$ cat src/rtl/score_counter.sv
// rtl/score_counter.sv - saturating two-digit BCD score counter with limit flag and muxed 7-segment drive
// Pulse inputs are edge-detected so one press is one event regardless of its width.
module score_counter #(
  parameter int MAX_SCORE  = 99,
  parameter int MUX_PERIOD = 5,
  parameter int LIMIT_TIME = 500
) (
  input  logic       clk_1khz,
  input  logic       rst_n_i,
  input  logic       count_up_i,
  input  logic       count_down_i,
  input  logic       clear_i,
  output logic [3:0] score_tens_o,
  output logic [3:0] score_ones_o,
  output logic [6:0] seg_o,
  output logic [1:0] digit_sel_o,
  output logic       limit_o
);

  localparam int LW = $clog2(LIMIT_TIME + 1);
  localparam int MW = (MUX_PERIOD > 1) ? $clog2(MUX_PERIOD) : 1;

  localparam logic [3:0]    MAX_TENS  = 4'(MAX_SCORE / 10);
  localparam logic [3:0]    MAX_ONES  = 4'(MAX_SCORE % 10);
  localparam logic [LW-1:0] LIMIT_LD  = LW'(LIMIT_TIME);
  localparam logic [MW-1:0] MUX_LAST  = MW'(MUX_PERIOD - 1);

  localparam logic [0:0] ST_ONES = 1'b0;
  localparam logic [0:0] ST_TENS = 1'b1;

  logic          r_up_q;
  logic          r_dn_q;
  logic [3:0]    r_tens;
  logic [3:0]    r_ones;
  logic          r_limit;
  logic [LW-1:0] r_limit_cnt;
  logic [0:0]    r_mux_state;
  logic [MW-1:0] r_mux_cnt;
  logic [1:0]    r_digit_sel;
  logic [6:0]    r_seg;

  logic          w_up_ev;
  logic          w_dn_ev;
  logic          w_at_max;
  logic          w_at_zero;
  logic [3:0]    w_tens_nxt;
  logic [3:0]    w_ones_nxt;
  logic          w_limit_start;
  logic          w_mux_switch;
  logic [0:0]    w_state_nxt;
  logic [3:0]    w_digit;
  logic [6:0]    w_seg_nxt;

  assign w_up_ev   = count_up_i & ~r_up_q;
  assign w_dn_ev   = count_down_i & ~r_dn_q;
  assign w_at_max  = (r_tens == MAX_TENS) && (r_ones == MAX_ONES);
  assign w_at_zero = (r_tens == 4'd0) && (r_ones == 4'd0);

  // Simultaneous up and down events cancel; clear beats everything.
  always_comb begin
    w_tens_nxt    = r_tens;
    w_ones_nxt    = r_ones;
    w_limit_start = 1'b0;
    if (clear_i) begin
      w_tens_nxt = 4'd0;
      w_ones_nxt = 4'd0;
    end else if (w_up_ev && !w_dn_ev) begin
      if (w_at_max) begin
        w_limit_start = 1'b1;
      end else if (r_ones == 4'd9) begin
        w_ones_nxt = 4'd0;
        w_tens_nxt = r_tens + 4'd1;
      end else begin
        w_ones_nxt = r_ones + 4'd1;
      end
    end else if (w_dn_ev && !w_up_ev) begin
      if (w_at_zero) begin
        w_limit_start = 1'b1;
      end else if (r_ones == 4'd0) begin
        w_ones_nxt = 4'd9;
        w_tens_nxt = r_tens - 4'd1;
      end else begin
        w_ones_nxt = r_ones - 4'd1;
      end
    end
  end

  always_ff @(posedge clk_1khz or negedge rst_n_i) begin
    if (!rst_n_i) begin
      r_up_q <= 1'b1;
      r_dn_q <= 1'b1;
      r_tens <= 4'd0;
      r_ones <= 4'd0;
    end else begin
      r_up_q <= count_up_i;
      r_dn_q <= count_down_i;
      r_tens <= w_tens_nxt;
      r_ones <= w_ones_nxt;
    end
  end

  // Flag drops on the edge where the counter reaches zero: LIMIT_TIME cycles high.
  always_ff @(posedge clk_1khz or negedge rst_n_i) begin
    if (!rst_n_i) begin
      r_limit     <= 1'b0;
      r_limit_cnt <= '0;
    end else if (w_limit_start) begin
      r_limit     <= 1'b1;
      r_limit_cnt <= LIMIT_LD;
    end else if (r_limit_cnt != '0) begin
      r_limit     <= (r_limit_cnt != LW'(1));
      r_limit_cnt <= r_limit_cnt - LW'(1);
    end else begin
      r_limit     <= 1'b0;
    end
  end

  assign w_mux_switch = (r_mux_cnt == MUX_LAST);
  assign w_state_nxt  = w_mux_switch ? ~r_mux_state : r_mux_state;
  assign w_digit      = (w_state_nxt == ST_TENS) ? r_tens : r_ones;

  always_comb begin
    w_seg_nxt = 7'h00;
    case (w_digit)
      4'd0:    w_seg_nxt = 7'h3F;
      4'd1:    w_seg_nxt = 7'h06;
      4'd2:    w_seg_nxt = 7'h5B;
      4'd3:    w_seg_nxt = 7'h4F;
      4'd4:    w_seg_nxt = 7'h66;
      4'd5:    w_seg_nxt = 7'h6D;
      4'd6:    w_seg_nxt = 7'h7D;
      4'd7:    w_seg_nxt = 7'h07;
      4'd8:    w_seg_nxt = 7'h7F;
      4'd9:    w_seg_nxt = 7'h6F;
      default: w_seg_nxt = 7'h00;
    endcase
    if ((w_state_nxt == ST_TENS) && (r_tens == 4'd0)) begin
      w_seg_nxt = 7'h00;
    end
  end

  // Select and segments are registered from the same next-state so they never skew.
  always_ff @(posedge clk_1khz or negedge rst_n_i) begin
    if (!rst_n_i) begin
      r_mux_state <= ST_ONES;
      r_mux_cnt   <= '0;
      r_digit_sel <= 2'b01;
      r_seg       <= 7'h3F;
    end else begin
      r_mux_state <= w_state_nxt;
      r_mux_cnt   <= w_mux_switch ? '0 : r_mux_cnt + MW'(1);
      r_digit_sel <= (w_state_nxt == ST_TENS) ? 2'b10 : 2'b01;
      r_seg       <= w_seg_nxt;
    end
  end

  assign score_tens_o = r_tens;
  assign score_ones_o = r_ones;
  assign seg_o        = r_seg;
  assign digit_sel_o  = r_digit_sel;
  assign limit_o      = r_limit;

endmodule

$ cat config.mk
export PLATFORM = sky130hd
export DESIGN_NAME = score_counter
export DESIGN_NICKNAME = d
export VERILOG_FILES = /design/src/rtl/score_counter.sv
export SDC_FILE = /design/constraint.sdc
export NUM_CORES = 1
export LEC_CHECK = 0
export CAP_MARGIN = 40
export CORE_MARGIN = 10
export CORE_UTILIZATION = 32
export DETAILED_ROUTE_END_ITERATION = 8
export GPL_TIMING_DRIVEN = 0
export SETUP_SLACK_MARGIN = 0.4
export SYNTH_ARGS = -nofsm -noshare
export SYNTH_HDL_FRONTEND = slang
export SYNTH_SLANG_ARGS = --single-unit
$ cat constraint.sdc
create_clock -name clk_1khz -period 3.6 [get_ports clk_1khz]
set_input_delay 0.36 -clock clk_1khz [delete_from_list [all_inputs] [get_ports clk_1khz]]
set_output_delay 0.36 -clock clk_1khz [all_outputs]
set_load 0.05 [all_outputs]
Yosys cells after proc, flatten, opt, wreduce, memory -nomap -nowiden
Memories as Yosys holds them, arrays and structs flattened.
Index checks and enable logic that the tools add are counted.
{"block": "classes", "muxes": 28, "bitwise": 5, "reduce_logical": 15, "eq_ne": 7, "addsub": 6}
{"operator": "2-to-1 mux 4 bit", "n": 15}
{"operator": "2-to-1 mux 9 bit", "n": 2}
{"operator": "!= test 9 x 1 -> 1 bit, second input constant", "n": 1}
{"operator": "nonzero test 9 bit", "n": 1}
{"operator": "subtractor 9 x 1 -> 9 bit, second input constant", "n": 1}
{"operator": "adder 4 x 1 -> 4 bit, second input constant", "n": 2}
{"operator": "== test 4 bit, second input constant", "n": 2}
{"operator": "zero test 4 bit", "n": 2}
{"operator": "2-to-1 mux 1 bit", "n": 8}
{"operator": "subtractor 4 x 1 -> 4 bit, second input constant", "n": 2}
{"operator": "2-to-1 mux 7 bit", "n": 1}
{"operator": "!= test 3 x 2 -> 1 bit, second input constant", "n": 2}
{"operator": "nonzero test 3 bit", "n": 2}
{"operator": "logical AND 1 bit", "n": 5}
{"operator": "AND reduction 5 bit", "n": 1}
{"operator": "adder 3 x 1 -> 3 bit, second input constant", "n": 1}
{"operator": "== test 3 bit, second input constant", "n": 1}
{"operator": "2-to-1 mux 3 bit", "n": 1}
{"operator": "!= test 3 bit, second input constant", "n": 1}
{"operator": "NOT 1 bit", "n": 3}
{"operator": "AND reduction 3 bit", "n": 1}
{"operator": "AND 1 bit", "n": 2}
{"operator": "zero test 1 bit", "n": 2}
{"operator": "2-to-1 mux 2 bit", "n": 1}
{"operator": "nonzero test 2 bit", "n": 1}
{"block": "totals", "n_memories": 1, "output_inout_bits": 18, "inputBits": 5, "mem_bits_ro": 112, "ff_bits": 33, "word_cells": 72}
{"name": "(name not given)", "words": 16, "width": 7, "read_ports": 1, "rd_ports_with_merged_regs": 0, "wr": 0, "line_no": "124", "rtl": "case (w_digit)"}

Logic depth before layout (Yosys ltp)
{"block": "depth", "word_depth": 8, "depth_mapped": 11, "depth_no_buf": 10}

Worst setup path before layout
Ideal clock, no wire load.
{"block": "synth_path", "path_type": "register -> register", "start": "register r_ones[0] (netlist: score_ones_o[0])", "end": "register r_tens[0] (netlist: score_tens_o[0])", "n_path_buf": 0, "setup_ps": 125, "path_stages_with_launch": 8, "t_arrival_ps": 2250, "path_slack_ps": 1225, "cell_sequence": "dfrtp_1 > inv_1 > ha_1 > nor3b_1 > a211oi_1 > a2bb2oi_2 > o31ai_2 > mux2_2"}
{"block": "synth_between", "elab_chain_len": 4, "elab_cells_between_ends": 9, "classes_between": "eq/ne: 4; reduce/logical: 5"}
{"element": "start, declared", "line_no": "34", "rtl": "logic [3:0] r_ones;"}
{"element": "start signal, assigned", "line_no": "98", "rtl": "r_ones <= w_ones_nxt;"}
{"element": "== test 4 bit / zero test 4 bit (equally long branches)"}
{"element": "logical AND 1 bit (on tied branches)", "line_no": "56, 57"}
{"element": "!= test 3 bit (no source line) / != test 3 x 2 -> 1 bit (equally long branches)"}
{"element": "AND reduction 5 bit (no source line) (*)"}
{"element": "end signal, assigned", "line_no": "97", "rtl": "r_tens <= w_tens_nxt;"}
{"element": "end, declared", "line_no": "33", "rtl": "logic [3:0] r_tens;"}
Every way passes the cells marked *; elsewhere a longest branch is shown, timed or not.
A chain may end at the register's enable or synchronous reset.

Worst setup path after layout
{"block": "layout_path", "start": "register r_ones[0] (netlist: score_ones_o[0])", "end": "register r_tens[1] (netlist: score_tens_o[1])"}
The elaborated chain is that of the path after synthesis.

==> flow_summary.json <==
{
  "status": "completed",
  "path_cells": "inv_1 > ha_1 > nor3b_1 > a211oi_1 > a2bb2oi_2 > o31ai_2 > mux2_2",
  "endpoint_kind": "flip-flop",
  "relSlewSlack": 0.536,
  "fin_tns_setup_ns": 0,
  "htree_levels": 2,
  "layout_commonest_cell": "dfrtp_1",
  "vias_per_cell": 4.94,
  "cp_top_family": "compound AO/OA/AOI/OAI gates",
  "gr-total-overflow": 0,
  "numPortBuffers": 22,
  "grt_usage": 0.0824,
  "fmax_ghz": 0.419,
  "timing.final.ws_setup_ns": 1.21,
  "antennaDiodeCount": 0,
  "required_ns": 3.77,
  "wl_met3_um": 221,
  "numClockSinks": 32,
  "hpwlAfterDp_um": 2960,
  "drt-pass1-iter-count": 4,
  "hold_buffers": 0,
  "ioPinCount": 23,
  "vias": 1451,
  "first_iter_violations": 52,
  "hold_viol": 0,
  "clk_pin_slew_worst_paths_ns": 0.07,
  "root_buffer": "clkbuf_8",
  "dp_slack_ns": 1.10,
  "drt-met1-wl_um": 1780,
  "max_stage_delay_ns": 0.53,
  "startpoint_type": "flip-flop",
  "fin_hold_ws_ns": 0.115,
  "grt_max_degree": 33,
  "cts_tree": "built",
  "ys_seq_area_frac": 0.415,
  "fin_crit_ns": 2.39,
  "worst_setup_path_startpoint": "score_ones_o[0]$_DFFE_PN0P_",
  "detail-route-antenna-nets": 0,
  "yosysUniqueCellTypes": 50,
  "chipWidth_um": 98.2,
  "r2r_cells": 7,
  "yosys_warnings": 0,
  "place_area_sq_um": 2260,
  "netlist_instances": 189,
  "worst-path-buf-inv": 1,
  "fin_util": 0.401,
  "syn_to_final_growth_pct": 21.5,
  "wirelength_um": 3910,
  "hp-class": "input port to asynchronous set/reset pin",
  "layout_common_cells": "23 x dfrtp_1, 21 x clkdlybuf4s50_1, 16 x nor2_1",
  "clockBufferDepth": 2,
  "arrival_ns": 2.56,
  "drc": 0,
  "final_cell_area_sq_um": 2380,
  "slew_violations": 0,
  "async_flop_share": 1.00,
  "leakage_nw": 1.03,
  "cp_slowest_cell": "dfrtp_1",
  "tightest_slew_ns": 0.695,
  "top_layer": "met4",
  "grt_pass1_wl_um": 6610,
  "endpoint": "score_tens_o[1]$_DFFE_PN0P_",
  "fin_crit_sh": 0.664,
  "antenna_found_initial": 0,
  "die_h_um": 98.2,
  "synth_area_per_cell_sq_um": 10.3,
  "cts_buffers": 5,
  "syn_area_sq_um": 1960,
  "final_nets": 238,
  "cp_max_fo": 9,
  "ys_seq_elements": 32,
  "initial_core_util": 0.330,
  "core_sq_um": 5920,
  "r2r-end": "score_tens_o[1]$_DFFE_PN0P_",
  "path_depth": 7,
  "rsz0062_at_grt": "false",
  "peakVddDrop_mv": 0.433,
  "r2r_slack_ns": 1.21,
  "path_class": "flip-flop to flip-flop",
  "post_cts_buffers": 0,
  "clock_latency_ns": 0.28,
  "dr_wl_met2_um": 1820,
  "synth_edf_count": 0,
  "drive_gt1_frac": 0.183,
  "powerDensity_nw_per_um2": 884,
  "r2r-start": "score_ones_o[0]$_DFFE_PN0P_",
  "place.gp.congestion": 0.774,
  "post_drt_wl_per_cell_um": 13.3,
  "grt_pass1_vias": 1394,
  "die_area_sq_um": 9640,
  "finalSetupViolations": 0,
  "post_cts_resize_count": 0,
  "rows": 28,
  "syn_nets": 209,
  "max_cap_violations": 0,
  "clock_skew_ns": 0.00545,
  "ys.flop_type": "dfrtp_1"
}
## area by class of cell
class                   count  area [sq um]
fillers                   589          3540
multi-input cells         136          1050
flip-flops and latches     32           812
repair buffers             22           215
well taps                  75          93.8
clock buffers               5          68.8
inverters                  15          56.3
clock inverters             3          42.5
plain buffers               6          40.0
## logic make-up after synthesis
| group | count (synthesis) | share of synthesized area |
|---|---|---|
| and+or+nand+nor | 61 | 0.159 |
| AOI/OAI and AO/OA | 36 | 0.145 |
| DFF | 32 | 0.415 |
| buffers and inverters | 21 | 0.0493 |
| muxes | 15 | 0.0851 |
| adders and majority gates | 15 | 0.0998 |
| xor gates and xnor gates | 9 | 0.0473 |
## how the worst min path moves through the flow
stage	from	end	slack (ns)
after floorplan	rst_n_i	digit_sel_o[1]$_DFF_PN0_	0.06
after global placement	r_mux_cnt[0]$_DFF_PN0_	r_mux_cnt[0]$_DFF_PN0_	0.45
after detailed placement	rst_n_i	r_mux_cnt[0]$_DFF_PN0_	0.46
after CTS	rst_n_i	r_mux_cnt[0]$_DFF_PN0_	0.15
after global routing	rst_n_i	r_mux_cnt[0]$_DFF_PN0_	0.17
final	rst_n_i	r_mux_cnt[1]$_DFF_PN0_	0.12
## sequential cells by signal, indices dropped and copies added, names as in the netlist
signal,flops
r_limit_cnt,9
seg_o,7
score_ones_o,4
score_tens_o,4
r_mux_cnt,3
digit_sel_o,2
limit_o,1
r_dn_q,1
r_up_q,1
## synth_stat cells (2+ instances only)
| cell | instances | area, sq um |
|---|---|---|
| buf_2 | 2 | 10.0 |
| mux2i_1 | 5 | 50.1 |
| nor2b_1 | 2 | 12.5 |
| o31ai_1 | 2 | 15.0 |
| dfstp_2 | 9 | 236 |
| a211oi_1 | 3 | 22.5 |
| dfrtp_1 | 23 | 576 |
| nor2_1 | 16 | 60.1 |
| xor2_1 | 4 | 35.0 |
| a21oi_1 | 6 | 30.0 |
| mux2_2 | 9 | 101 |
| nand3b_1 | 2 | 15.0 |
| a21o_1 | 2 | 15.0 |
| o211ai_1 | 4 | 30.0 |
| nand3_1 | 9 | 45.0 |
| o31a_1 | 2 | 17.5 |
| nor4_1 | 5 | 31.3 |
| inv_1 | 14 | 52.6 |
| buf_4 | 2 | 15.0 |
| o21a_1 | 4 | 30.0 |
| ha_1 | 14 | 175 |
| and2_1 | 2 | 12.5 |
| and3_1 | 3 | 18.8 |
| nand2_1 | 13 | 48.8 |
| o21ai_0 | 3 | 15.0 |
| nor3_1 | 2 | 10.0 |
| xnor2_1 | 4 | 35.0 |
## power breakdown
group          total [W]  switching (W)  internal (W)
clock network   0.000338       0.000134      0.000205
logic            0.00111       0.000659      0.000454
registers       0.000648       0.000133      0.000515
## per-stage QoR
stage / power [W] / instances
after floorplan: 0.00147 / 189
after global placement: 0.00176 / 286
after detailed placement: 0.00178 / 286
after CTS: 0.00213 / 294
after global routing: 0.00226 / 294
final: 0.00210 / 294
## per-layer routing
metal  GRT usage  up-vias
met1      0.0956      700
li1            -      721
met2       0.129       23
met4      0.0397        0
met5           0        -
met3      0.0331        7
Note: power is estimated with default switching activity, not from simulation.
